[src/rtl/direction_queue.sv]
// Key synchroniser/debouncer feeding a DEPTH-entry turn queue for snake steering.
// Optional debouncer enabled by defining DIRQ_DEBOUNCE_EN.
module direction_queue #(
    parameter int          DEPTH      = 4,
    parameter int          DEB_CYCLES = 16,
    parameter logic [3:0]  INIT_DIR   = 4'b0001
) (
    input  logic                     clock,
    input  logic                     reset_n,
    input  logic                     w,
    input  logic                     a,
    input  logic                     s,
    input  logic                     d,
    input  logic                     tick,
    output logic [3:0]               direcao,
    output logic [$clog2(DEPTH):0]   count,
    output logic                     full,
    output logic                     dropped
);

    localparam int AW   = $clog2(DEPTH);
    localparam int CNTW = AW + 1;

    logic [3:0]      w_raw;
    logic [3:0]      r_sync1;
    logic [3:0]      r_sync2;
    logic [3:0]      w_deb;
    logic [3:0]      r_deb_q;
    logic [3:0]      w_press;
    logic [3:0]      w_evt;
    logic [3:0]      w_ref;
    logic [3:0]      w_opp;
    logic            w_valid;
    logic            w_full;
    logic            w_push;
    logic            w_pop;
    logic            w_drop;
    logic [AW-1:0]   w_tail;

    logic [3:0]      r_q [DEPTH];
    logic [AW-1:0]   r_wp;
    logic [AW-1:0]   r_rp;
    logic [CNTW-1:0] r_count;
    logic [3:0]      r_dir;
    logic            r_dropped;

    // Bit i of every key vector is the direction bit that key requests
    assign w_raw = {d, s, a, w};

    always_ff @(posedge clock) begin
        if (!reset_n) begin
            r_sync1 <= '0;
            r_sync2 <= '0;
        end else begin
            r_sync1 <= w_raw;
            r_sync2 <= r_sync1;
        end
    end

`ifdef DIRQ_DEBOUNCE_EN
    localparam int DW = $clog2(DEB_CYCLES + 1);

    logic [DW-1:0] r_dcnt [4];
    logic [3:0]    r_deb;

    always_ff @(posedge clock) begin
        if (!reset_n) begin
            r_deb <= '0;
            for (int i = 0; i < 4; i++) begin
                r_dcnt[i] <= '0;
            end
        end else begin
            for (int i = 0; i < 4; i++) begin
                if (r_sync2[i] == r_deb[i]) begin
                    r_dcnt[i] <= '0;
                end else if (r_dcnt[i] == DW'(DEB_CYCLES - 1)) begin
                    r_deb[i]  <= r_sync2[i];
                    r_dcnt[i] <= '0;
                end else begin
                    r_dcnt[i] <= r_dcnt[i] + 1'b1;
                end
            end
        end
    end

    assign w_deb = r_deb;
`else
    assign w_deb = r_sync2;
`endif

    always_ff @(posedge clock) begin
        if (!reset_n) begin
            r_deb_q <= '0;
        end else begin
            r_deb_q <= w_deb;
        end
    end

    assign w_press = w_deb & ~r_deb_q;

    // Fixed priority w > a > s > d; losers are simply discarded
    always_comb begin
        w_evt = 4'b0000;
        if (w_press[0]) begin
            w_evt = 4'b0001;
        end else if (w_press[1]) begin
            w_evt = 4'b0010;
        end else if (w_press[2]) begin
            w_evt = 4'b0100;
        end else if (w_press[3]) begin
            w_evt = 4'b1000;
        end
    end

    assign w_tail  = r_wp - 1'b1;
    assign w_ref   = (r_count != '0) ? r_q[w_tail] : r_dir;
    assign w_opp   = {w_ref[1:0], w_ref[3:2]};
    assign w_valid = (w_evt != 4'b0000) && (w_evt != w_ref) && (w_evt != w_opp);
    assign w_full  = (r_count == CNTW'(DEPTH));
    assign w_pop   = tick && (r_count != '0);
    assign w_push  = w_valid && (!w_full || tick);
    assign w_drop  = w_valid && w_full && !tick;

    always_ff @(posedge clock) begin
        if (w_push) begin
            r_q[r_wp] <= w_evt;
        end
    end

    always_ff @(posedge clock) begin
        if (!reset_n) begin
            r_wp      <= '0;
            r_rp      <= '0;
            r_count   <= '0;
            r_dir     <= INIT_DIR;
            r_dropped <= 1'b0;
        end else begin
            r_dropped <= w_drop;
            if (w_push) begin
                r_wp <= r_wp + 1'b1;
            end
            if (w_pop) begin
                r_rp  <= r_rp + 1'b1;
                r_dir <= r_q[r_rp];
            end
            case ({w_push, w_pop})
                2'b10:   r_count <= r_count + 1'b1;
                2'b01:   r_count <= r_count - 1'b1;
                default: r_count <= r_count;
            endcase
        end
    end

    assign direcao = r_dir;
    assign count   = r_count;
    assign full    = w_full;
    assign dropped = r_dropped;

endmodule

[config.mk]
export PLATFORM = sky130hd
export DESIGN_NAME = direction_queue
export DESIGN_NICKNAME = d
export VERILOG_FILES = /design/src/rtl/direction_queue.sv
export SDC_FILE = /design/constraint.sdc
export NUM_CORES = 1
export LEC_CHECK = 0
export ABC_AREA = 1
export BUFFER_PORTS_ARGS = -buffer_cell sky130_fd_sc_hd__buf_2
export CAP_MARGIN = 20
export CORE_UTILIZATION = 39
export DETAILED_ROUTE_END_ITERATION = 8
export PLACE_DENSITY = 0.57
export SLEW_MARGIN = 10
export SYNTH_ARGS = -nofsm -noshare
export SYNTH_HDL_FRONTEND = slang
export SYNTH_SLANG_ARGS = --single-unit
[constraint.sdc]
create_clock -name clock -period 3.1 [get_ports clock]
set_input_delay 0.465 -clock clock [delete_from_list [all_inputs] [get_ports clock]]
set_output_delay 0.465 -clock clock [all_outputs]
set_load 0.02 [all_outputs]
=== Word level (Yosys, flattened, before mapping) ===
Memory sizes are Yosys's and may differ from the RTL's. A register that Yosys moved wholly into a read port is not among the register bits.
Index checks and enable logic that the tools add are counted.

* $add $sub $neg: 5
* Equality and inequality tests: 5
* Muxes and demuxes: 8
* Bitwise operators: 2
* Reduce and logical (&&, ||, !) cells: 13

{| class="wikitable"
|+ Operator list
! operator !! count
|-
| 4-bit two-way mux || 5
|-
| 4-bit != test || 2
|-
| 1-bit logical AND || 6
|-
| 3-bit case mux with 2 select lines || 1
|-
| 2-bit by 1-bit adder with 2-bit output, second input constant || 2
|-
| 4-bit AND || 1
|-
| 4-bit inverter || 1
|-
| 4-bit nonzero test || 1
|-
| 3-bit by 1-bit adder with 3-bit output, second input constant || 1
|-
| 3-bit equality test, second input constant || 1
|-
| 1-bit zero test || 3
|-
| 3-bit nonzero test || 1
|-
| 3-bit by 1-bit subtractor with 3-bit output, second input constant || 1
|-
| 2-bit by 1-bit equality test with 1-bit output, second input constant || 1
|-
| 2-bit equality test, second input constant || 1
|-
| 1-bit two-way mux || 2
|-
| 2-bit nonzero test || 1
|-
| 2-bit by 1-bit subtractor with 2-bit output, second input constant || 1
|-
| 1-bit logical OR || 1
|}

* Register bits: 20
* Bits in writable memories: 16
* Output and inout port bits: 9
* Logic and storage cells: 41
* Memories kept: 1

{| class="wikitable"
|+ Memory list
! name !! depth !! bits a word !! read ports !! clocked after Yosys merged registers in !! wr ports !! line !! RTL
|-
| r_q || 4 || 4 || 2 || 1 || 1 || 40 || <nowiki>logic [3:0] r_q [DEPTH];</nowiki>
|}

=== Depth between registers and ports, before layout ===
Gate-level depths: netlist of the first run.

* Depth after elaboration: 12
* Mapped depth: 21
* Mapped depth without buffers: 21

=== Least setup slack after synthesis of the first run ===
OpenSTA, ideal clock, no wires.

* Path kind: reg2reg
* From: register r_wp[0]
* To: register r_count[2], in the netlist count[2]
* Setup time: 122 ps
* Arrival: 2752 ps
* Setup slack: 226 ps
* Stages on the path, launching flop included: 21
* Buffers on the path: 0
* Period minus slack after synthesis: 2874 ps
* Path through: dfxtp_1 clkinv_1 ha_1 inv_1 nand3_1 nand2_1 nand2_1 nand3_1 nand2_1 nor2_1 nand2_1 nand3_2 nor2_4 inv_2 ha_1 inv_1 fa_1 a21oi_1 o21ai_0 o21ai_0 a21oi_1

* Word-level cells in the longest chain between the ends: 9
* Elaborated cells on any way between the ends: 12
* Classes of those cells: 1 x add/sub; 4 x eq/ne; 2 x mux; 4 x reduce/logical; 1 x memory

{| class="wikitable"
|+ RTL lines
! item !! line !! RTL
|-
| start: declaration || 41 || <nowiki>logic [AW-1:0] r_wp;</nowiki>
|-
| start signal: assignment || 140 || <nowiki>r_wp <= r_wp + 1'b1;</nowiki>
|-
| 2-bit by 1-bit subtractor with 2-bit output * || 115 || <nowiki>assign w_tail = r_wp - 1'b1;</nowiki>
|-
| via w_tail[0] || 38 || <nowiki>logic [AW-1:0] w_tail;</nowiki>
|-
| memory read 4 x 4 bit * || - ||
|-
| 4-bit two-way mux * || 116 || <nowiki>assign w_ref = (r_count != '0) ? r_q[w_tail] : r_dir;</nowiki>
|-
| 4-bit != test || 118 || <nowiki>assign w_valid = (w_evt != 4'b0000) && (w_evt != w_ref) && (w_evt != w_opp);</nowiki>
|-
| 1-bit logical AND || 118 ||
|-
| 1-bit logical AND * || 118 ||
|-
| 1-bit logical AND * || 121 || <nowiki>assign w_push = w_valid && (!w_full || tick);</nowiki>
|-
| 2-bit by 1-bit equality test with 1-bit output / 2-bit equality test (equally long branches) || 146 || <nowiki>case ({w_push, w_pop})</nowiki>
|-
| 3-bit case mux with 2 select lines / 2-bit nonzero test (equally long branches) || - ||
|-
| end signal: assignment || 147 || <nowiki>2'b10: r_count <= r_count + 1'b1;</nowiki>
|-
| end signal: assignment || 148 || <nowiki>2'b01: r_count <= r_count - 1'b1;</nowiki>
|-
| end signal: assignment || 149 || <nowiki>default: r_count <= r_count;</nowiki>
|-
| end: declaration || 43 || <nowiki>logic [CNTW-1:0] r_count;</nowiki>
|}

Mark *: on every way through the listed nets, which the timed path passes. The rest lies on a longest branch.
A chain may end at the register's enable or synchronous reset.

=== Worst setup path after layout of the first run ===
Same ends and word-level chain as after synthesis.

==> results.yml, run 1 <==
status:
  status: "finished clean"
logic_synthesis:
  synth_top_family_by_area: "simple AND/OR/NAND/NOR gates"
  ys_seq_elements: 40
  synth_area_um2: 2024
  syn_nets: 282
  synth_xor_area_share_pct: 0
  synth_cells: 269
  syn_avg_cell_area_um2: 7.526
  synth_top_area_share_pct: 23.73
  synthMuxAreaShare_pct: 0
  ys_seq_area_share_pct: 47.47
  synth-compound-area-share_pct: 8.344
  synth_area_leader_cell: "dfxtp_1"
  synth.area.top_cells: "dfxtp_1 24%, edfxtp_1 24%, nand2_1 11%"
  ys.warnings.count: 0
  synthAdderAreaFrac_pct: 4.079
  yosys.area_share.simple_pct: 27.63
  synth.distinct_cells: 24
clock_network:
  clk_latency_ns: 0.29
  clk_pin_slew_ns: 0.08
  cts_setup_buffers: 0
  clk_path_buf_depth: 2
  cts_tree: "yes"
  clkSinkCount: 40
  cts_made_buffers: 5
  ctsHoldBuffers: 0
  h-tree-depth: 2
  root_buffer: "clkbuf_8"
timing:
  period_share_pct: 92.44
  finalClockSkew_ns: 0.004492
  fin_setup_tns_ns: 0
  max_freq_mhz: 348.9
  hold_ws_ns: 0.3448
  setup_viol: 0
  final-hold-violation-count: 0
  period_needed_ns: 2.866
  final-max-slew-violation-count: 0
  worstMarginPinSlew_ns: 0.5211
  rsz0062_at_grt: "false"
  worst_slack_ns: 0.2342
  max_slew_margin_pct: 65.13
cells_and_area:
  layout_common_cells: "59 x nand2_1, 54 x inv_1, 30 x nand3_1, 23 x dfxtp_1, 20 x nor2_1"
  layout_commonest_cell: "nand2_1"
  ff_latch_area_um2: 962.2
  drive_above_1_share_pct: 15.17
  multi_input_area_um2: 813.3
  nNetsFinal: 302
  fillers: 496
  syn_to_final_growth_pct: 12.36
  fin_area_um2: 2275
  num_antenna_cells: 0
route:
  dr.pass1.iters: 4
  routedWlPerCell_um: 12.11
  vias_per_cell: 4.580
  wl_met1_um: 2143
  final_antenna_net_count: 0
  num_vias: 1635
  drc: 0
  dr_wl_met2_um: 1889
  wl_um: 4322
  drt_iter0_markers: 110
  topRoutingLayerUsed: "met4"
  route.met3.wl_um: 233
setup_path:
  cp_slowest_cell: "fa_1"
  crit_top_cell: "nand2_1"
  critPathLaunchType: "flip-flop"
  worst_setup_path_end_kind: "flip-flop"
  crit_arrival_ns: 3.05
  crit_required_ns: 3.28
  crit_fanout: 5
  cp_slowest_stage_delay_ns: 0.37
  critical_path_class: "reg -> reg"
  cp_cell_sequence: "clkinv_1 -> ha_2 -> inv_2 -> nand3_1 -> nand2_1 -> nand2_1 -> nand3_1 -> nand2_1 -> nor2_1 -> nand2_1 -> nand3_2 -> nor2_4 -> inv_2 -> ha_1 -> inv_1 -> fa_1 -> a21oi_1 -> o21ai_0 -> o21ai_0 -> a21oi_1"
die:
  fp.dieW_um: 74.05
  core_area_um2: 4848
  ioPinCount: 16
  dieArea_um2: 5483
  rows: 25
  initial_core_util_pct: 41.75
  die_height_um: 74.05
placed_design:
  pre_cts_slack_ns: 0.09694
  gp_congestion: 0.9167
  post_dp_cell_area_um2: 2178
  portBuffers: 15
  dpl.hpwl_um: 3264
power:
  irDropWorstVdd_mv: 0.6313
  p_per_area_nw_per_um2: 941.0
  total_power_mw: 2.141
  leakagePower_nw: 1.124
grt:
  grt_pass1_wl_um: 7017
  grt_pass1_vias: 1439
  grt.total_usage_pct: 17.72
  grt_max_degree: 25
  grt_overflow_total: 0
  antenna_found_initial: 0
min_path:
  hold_class: "in -> reg"
flow_run:
  drv_cap: 0
[through the flow]
step	cells	utilization (%)
after floorplan	269	-
after global placement	349	44.93
after detailed placement	349	44.93
after CTS	357	46.84
after global routing	357	46.92
final	357	46.92
[cells by family (layout without fill, tap and decap cells)]
logic type	Yosys count	count (layout)
buffers and inverters	65	86
and+or+nand+nor	125	125
AOI/OAI and AO/OA	33	33
adders and majority gates	6	6
DFF	40	40
[power by group]
group          leakage, nW  total [mW]  switching, mW  internal (mW)
Combinational        0.725        1.04          0.690          0.353
Clock               0.0510       0.359          0.181          0.178
Sequential           0.348       0.738         0.0782          0.660
Total                 1.12        2.14          0.950           1.19
[layer usage]
| metal | up-vias | global-route usage, % |
|---|---|---|
| met5 | - | 0 |
| met4 | 0 | 5.769 |
| met3 | 6 | 3.659 |
| met2 | 47 | 26.97 |
| met1 | 705 | 25.08 |
| li1 | 877 | - |
[timing repair]
item,CTS,global route
setup endpoints to repair,0,1
gates resized for setup,0,3
endpoints found under the hold margin,0,0
[synthesized netlist by cell type, drive strengths merged]
cell,number
nand3,31
buf,2
clkinv,1
or2,4
fa,1
a31oi,3
nand4,3
clkbuf,3
inv,59
nor3,1
nand2,61
a21oi,13
nor2,25
o21ai,17
dfxtp,24
edfxtp,16
ha,5
[area by class of cell]
class,instances,area share (%)
Multi-Input combinational cell,164,35.75
Timing Repair Buffer,18,4.290
Tap cell,67,3.685
Clock buffer,6,3.630
Sequential cell,40,42.30
Clock inverter,2,0.4400
Inverter,60,9.901
[worst max-delay path, delay by kind of cell (launching register included)]
kind | cells | cell delay [ns]
DFF | 1 | 0.35
buffers and inverters | 4 | 0.35
AOI/OAI and AO/OA | 4 | 0.45
and+or+nand+nor | 9 | 0.75
adders and majority gates | 3 | 0.85
[flip-flops by register name, summed over array words and instances, names as in the netlist]
name,flops
r_wp,2
dropped,1
r_rp,2
r_q,16
r_sync2,4
direcao,4
count,3
r_deb_q,4
r_sync1,4
[final timing paths]
path                                             from                     to  slack [ns]  cells past startpoint
worst max-delay path             r_wp[0]$_SDFFE_PN0P_  count[2]$_SDFFE_PN0P_        0.23                     20
worst min register to register  r_sync1[1]$_SDFF_PN0_  r_sync2[1]$_SDFF_PN0_        0.42                      2
worst max register to register   r_wp[0]$_SDFFE_PN0P_  count[2]$_SDFFE_PN0P_        0.23                     20
worst min-delay path                                w  r_sync1[0]$_SDFF_PN0_        0.34                      3
(Power assumes the default switching activity.)
==> run 2, diff against run 1 <==
--- a/config.mk
+++ b/config.mk
@@ -8,6 +8,7 @@
 export ABC_AREA = 1
 export BUFFER_PORTS_ARGS = -buffer_cell sky130_fd_sc_hd__buf_2
 export CAP_MARGIN = 20
+export CORE_MARGIN = 5
 export CORE_UTILIZATION = 39
 export DETAILED_ROUTE_END_ITERATION = 8
 export PLACE_DENSITY = 0.57
==> run 2 against run 1 <==
Design area rose by 0.88%; count of clock-buffer cells in the layout is 1 higher; clock skew decreased by 0.0016 ns; highest routed layer unchanged; critical endpoint unchanged; clock power decreased by 10%; sequential share of layout area fell by 0.31 points; via count grew 3.2%; final cell count increased by 0.84%; worst hold slack better by 0.0076 ns.
==> results.yml, run 2 (synthesized netlist as in run 1, its figures left out) <==
status:
  status: "finished clean"
timing:
  finalClockSkew_ns: 0.002867
  max_freq_mhz: 360.5
  worstMarginPinSlew_ns: 0.4219
  final-hold-violation-count: 0
  max_slew_margin_pct: 71.77
  period_needed_ns: 2.774
  final-max-slew-violation-count: 0
  setup_viol: 0
  period_share_pct: 89.49
clock_network:
  root_buffer: "clkbuf_8"
  clk_latency_ns: 0.29
  h-tree-depth: 2
  cts_resized: 0
  ctsHoldBuffers: 0
  cts_setup_buffers: 0
  clk_path_buf_depth: 2
  clkSinkCount: 40
  clk_pin_slew_ns: 0.07
  cts_tree: "yes"
  cts_made_buffers: 5
cells_and_area:
  drive_above_1_share_pct: 16.21
  num_antenna_cells: 0
  layout_commonest_cell: "nand2_1"
  nNetsFinal: 302
  syn_to_final_growth_pct: 13.35
  fin_area_um2: 2295
  layout_common_cells: "59 x nand2_1, 54 x inv_1, 29 x nand3_1, 22 x dfxtp_1, 17 x nor2_1"
  fin_util_pct: 45.22
  largest_reg_flops: 16
  regMostFlops: "r_q"
route:
  wl_um: 4442
  final_antenna_net_count: 0
  topRoutingLayerUsed: "met4"
  drt_iter0_markers: 111
  drc: 0
  dr_wl_met2_um: 2000
  route.met3.wl_um: 258
  vias_per_cell: 4.686
  num_vias: 1687
  dr.pass1.iters: 4
  wl_met1_um: 2100
  routedWlPerCell_um: 12.34
grt:
  grt_max_degree: 25
  grt_overflow_total: 0
  antenna_found_initial: 0
  grt_pass1_wl_um: 7417
  grt.total_usage_pct: 14.94
  grt_pass1_vias: 1593
min_path:
  hold_class: "in -> reg"
setup_path:
  critical_path_class: "reg -> reg"
  crit_required_ns: 3.28
  worst_setup_path_end_kind: "flip-flop"
  crit_arrival_ns: 2.95
  critPathLaunchType: "flip-flop"
  crit_fanout: 5
power:
  p_per_area_nw_per_um2: 936.6
  leakagePower_nw: 1.117
  total_power_mw: 2.149
  irDropWorstVdd_mv: 0.5536
die:
  initial_core_util_pct: 39.89
  ioPinCount: 16
  rows: 26
  die_height_um: 82.05
  fp.dieW_um: 82.05
  core_area_um2: 5075
  dieArea_um2: 6731
placed_design:
  post_dp_cell_area_um2: 2182
  gp_congestion: 0.8789
  portBuffers: 15
  dpl.hpwl_um: 3385
flow_run:
  drv_cap: 0
[run 2: layer usage]
metal / global-route usage (%) / vias up
li1: - / 883
met1: 19.59 / 747
met2: 23.67 / 47
met3: 3.618 / 10
met4: 5.814 / 0
met5: 0 / -
[run 2: per-stage QoR]
step | instances | TNS [ns] | worst slack [ns] | hold WS [ns]
after floorplan | 269 | 0 | 0.2259 | 0.3905
after global placement | 352 | 0 | 0.1820 | 0.3923
after detailed placement | 352 | 0 | 0.1063 | 0.3968
after CTS | 360 | 0 | 0.1005 | 0.3435
after global routing | 360 | -0.002444 | -0.002444 | 0.3508
final | 360 | 0 | 0.3258 | 0.3525
[run 2: worst paths after layout]
kind,start,endpoint,slack [ns],cells after the start
worst max-delay path,r_wp[1]$_SDFFE_PN0P_,count[2]$_SDFFE_PN0P_,0.33,20
worst min-delay path,s,r_sync1[2]$_SDFF_PN0_,0.35,3
worst max register to register,r_wp[1]$_SDFFE_PN0P_,count[2]$_SDFFE_PN0P_,0.33,20
worst min register to register,r_sync1[3]$_SDFF_PN0_,r_sync2[3]$_SDFF_PN0_,0.41,2
[run 2: critical path: stages, from the launching register on]
cell and delay [ns]:
dfxtp_2 0.36, inv_1 0.08, ha_4 0.25, inv_2 0.09, nand3_1 0.12, nand2_1 0.08, nand2_1 0.06, nand3_1 0.09
nand2_1 0.05, nor2_1 0.10, nand2_1 0.10, nand3_2 0.12, nor2_4 0.05, inv_2 0.10, ha_1 0.15, inv_1 0.07
fa_1 0.37, a21oi_1 0.14, o21ai_0 0.12, o21ai_1 0.13, a21oi_1 0.05
[run 2: area by class of cell]
class | count | area [um2]
sequential | 40 | 963.4
clock buffer | 7 | 76.32
fill | 530 | 2780
tap | 70 | 87.58
timing repair buffer | 18 | 97.59
clock inverter | 1 | 3.754
multi-input combinational | 164 | 840.8
inverter | 60 | 225.2
[run 2: power breakdown]
part	leakage, nW	internal, mW	total, mW	switching, mW
Clock	0.0399	0.157	0.323	0.167
Sequential	0.348	0.662	0.745	0.0834
Combinational	0.729	0.378	1.08	0.703
Total	1.12	1.20	2.15	0.953
==> run 3, diff against run 2 <==
--- a/config.mk
+++ b/config.mk
@@ -5,7 +5,6 @@
 export SDC_FILE = /design/constraint.sdc
 export NUM_CORES = 1
 export LEC_CHECK = 0
-export ABC_AREA = 1
 export BUFFER_PORTS_ARGS = -buffer_cell sky130_fd_sc_hd__buf_2
 export CAP_MARGIN = 20
 export CORE_MARGIN = 5
==> run 3 against run 2 <==
The flow now finishes with violations (setup timing); first-iteration DRC count down 59%; non-clock buffer count is 12 higher; global-route usage fell by 2.9 points; synthesized cell count is 46% lower; critical path depth shrank 6; sequential share of layout area up 1.2 points; design area fell by 2.6%; flip-flop and latch count stayed put; worst setup slack lost 0.33 ns; combinational power about the same; final cell count decreased by 36%; routed wire length down 26%.
==> results.yml, run 3 <==
clock_network:
  clk_path_buf_depth: 2
  cts_made_buffers: 5
  root_buffer: "clkbuf_8"
  h-tree-depth: 2
  ctsHoldBuffers: 0
  clk_pin_slew_ns: 0.08
  clk_latency_ns: 0.29
  clkSinkCount: 40
  cts_tree: "yes"
timing:
  final-max-slew-violation-count: 0
  period_needed_ns: 3.101
  fin_setup_tns_ns: -0.001374
  worst_slack_ns: -0.001374
  period_share_pct: 100.0
  setup_viol: 1
  max_freq_mhz: 322.4
  max_slew_margin_pct: 67.77
  worstMarginPinSlew_ns: 0.4813
  finalClockSkew_ns: 0.009917
  final-hold-violation-count: 0
  rsz0062_at_grt: "true"
status:
  violations: "setup timing"
  status: "complete, but fails checks"
cells_and_area:
  num_antenna_cells: 0
  largest_reg_flops: 16
  layout_common_cells: "22 x dfxtp_1, 20 x and2_1, 17 x nand2_1, 16 x edfxtp_1, 15 x buf_2"
  fin_area_um2: 2235
  layout_commonest_cell: "dfxtp_1"
  nNetsFinal: 189
  syn_to_final_growth_pct: 20.51
  regMostFlops: "r_q"
  drive_above_1_share_pct: 36.72
placed_design:
  dpl.hpwl_um: 2513
  gp_congestion: 0.8380
  pre_cts_slack_ns: -0.08798
  post_dp_cell_area_um2: 2074
  portBuffers: 15
setup_path:
  critical_path_class: "reg -> reg"
  worst_setup_path_end_kind: "flip-flop"
  crit_required_ns: 3.33
  crit_fanout: 5
  crit_arrival_ns: 3.34
  critPathLaunchType: "flip-flop"
route:
  routedWlPerCell_um: 14.23
  wl_um: 3287
  final_antenna_net_count: 0
  dr.pass1.iters: 4
  wl_met1_um: 1530
  topRoutingLayerUsed: "met4"
  num_vias: 1127
  drc: 0
  route.met3.wl_um: 135
  drt_iter0_markers: 45
  dr_wl_met2_um: 1536
  vias_per_cell: 4.879
die:
  fp.dieW_um: 78.96
  initial_core_util_pct: 39.79
  die_height_um: 78.96
  dieArea_um2: 6234
  ioPinCount: 16
  core_area_um2: 4661
  rows: 25
grt:
  grt_max_degree: 27
  grt_pass1_wl_um: 5747
  grt_overflow_total: 0
  antenna_found_initial: 0
  grt.total_usage_pct: 12.09
  grt_pass1_vias: 1198
power:
  leakagePower_nw: 0.8605
  p_per_area_nw_per_um2: 951.4
  irDropWorstVdd_mv: 0.3233
logic_synthesis:
  synth_area_leader_cell: "dfxtp_1"
  syn_avg_cell_area_um2: 12.70
  ys.warnings.count: 0
  yosysMostFrequentCell: "dfxtp_1"
  synth_top_area_share_pct: 25.91
  synth.distinct_cells: 32
  synth_area_um2: 1854
  synth_edf_count: 16
  async_flop_share_pct: 0
  ys_top_cells_by_count: "24 x dfxtp_1, 20 x and2_1, 17 x nand2_1"
  syn_nets: 159
  synth_ff_type: "dfxtp_1"
  ys_seq_elements: 40
  ys_seq_area_share_pct: 51.82
  synth_cells: 146
  synth.area.top_cells: "dfxtp_1 26%, edfxtp_1 26%, mux4_2 9.7%"
flow_run:
  drv_cap: 0
min_path:
  hold_class: "in -> reg"
-- run 3: cell types whose count changed after synthesis, moves of 4 or more --
cell	before	now
nor2b_1	0	4
nand2_1	59	17
xnor2_1	0	11
a21oi_1	13	0
mux4_2	0	8
nand3_1	30	1
a21boi_1	0	4
nor2_1	20	0
and2_1	0	20
o21ai_0	17	2
inv_1	55	6
-- run 3: logic make-up after synthesis --
| kind of cell | Yosys count | synth area share [%] |
|---|---|---|
| DFF | 40 | 51.82 |
| muxes | 14 | 15.18 |
| buffers and inverters | 14 | 3.508 |
| AOI/OAI and AO/OA | 7 | 3.037 |
| and+or+nand+nor | 53 | 16.33 |
| adders and majority gates | 6 | 4.453 |
| xor gates and xnor gates | 12 | 5.668 |
-- run 3: per-layer routing --
metal	track usage, %	up-vias
met5	0	-
met4	5.498	0
met3	3.855	8
met2	19.19	22
met1	15.03	539
li1	-	558
-- run 3: area by class of cell --
cell class	count	area, um2
tap	54	67.56
multi-input combinational	92	879.6
sequential	40	965.9
fill	417	2426
inverter	7	28.78
clock inverter	3	20.02
timing repair buffer	30	203.9
clock buffer	5	68.82
-- run 3: metrics by stage --
stage	cells	hold slack, ns	util (%)	power (mW)
after global routing	231	0.3606	47.95	2.275
after detailed placement	219	0.4229	44.51	1.676
final	231	0.3711	47.95	2.126
after floorplan	146	0.4119	-	1.426
after global placement	219	0.4168	44.51	1.647
after CTS	230	0.3574	47.14	2.086
-- run 3: worst paths after layout --
path	startpoint	end	slack (ns)	depth (start not counted)
min reg2reg	r_sync1[3]$_SDFF_PN0_	r_sync2[3]$_SDFF_PN0_	0.44	1
max	r_wp[0]$_SDFFE_PN0P_	count[2]$_SDFFE_PN0P_	-0.001	14
max reg2reg	r_wp[0]$_SDFFE_PN0P_	count[2]$_SDFFE_PN0P_	-0.001	14
min	w	r_sync1[0]$_SDFF_PN0_	0.37	2
-- run 3: power by group --
group	internal (mW)	switching, mW	total, mW
logic	0.581	0.470	1.05
clock network	0.160	0.187	0.348
registers	0.648	0.0802	0.728
total	1.39	0.737	2.13
-- run 3: repair_timing --
item	4_1_cts	5_1_grt
setup endpoints to repair	1	2
hold endpoints to repair	0	0
pin swaps	3	4
setup buffers	3	1
gates resized for setup	5	5
-- run 3: worst max-delay path, cell delays in order (launching register included) --
cell and delay [ns]:
dfxtp_4 0.38, inv_4 0.05, ha_4 0.29, mux4_2 0.32
mux2i_4 0.21, xnor2_2 0.09, o41ai_2 0.42, nor3_2 0.09
inv_1 0.11, ha_4 0.14, inv_2 0.03, fa_2 0.32
xor2_1 0.15, or3_1 0.31, a21boi_1 0.14
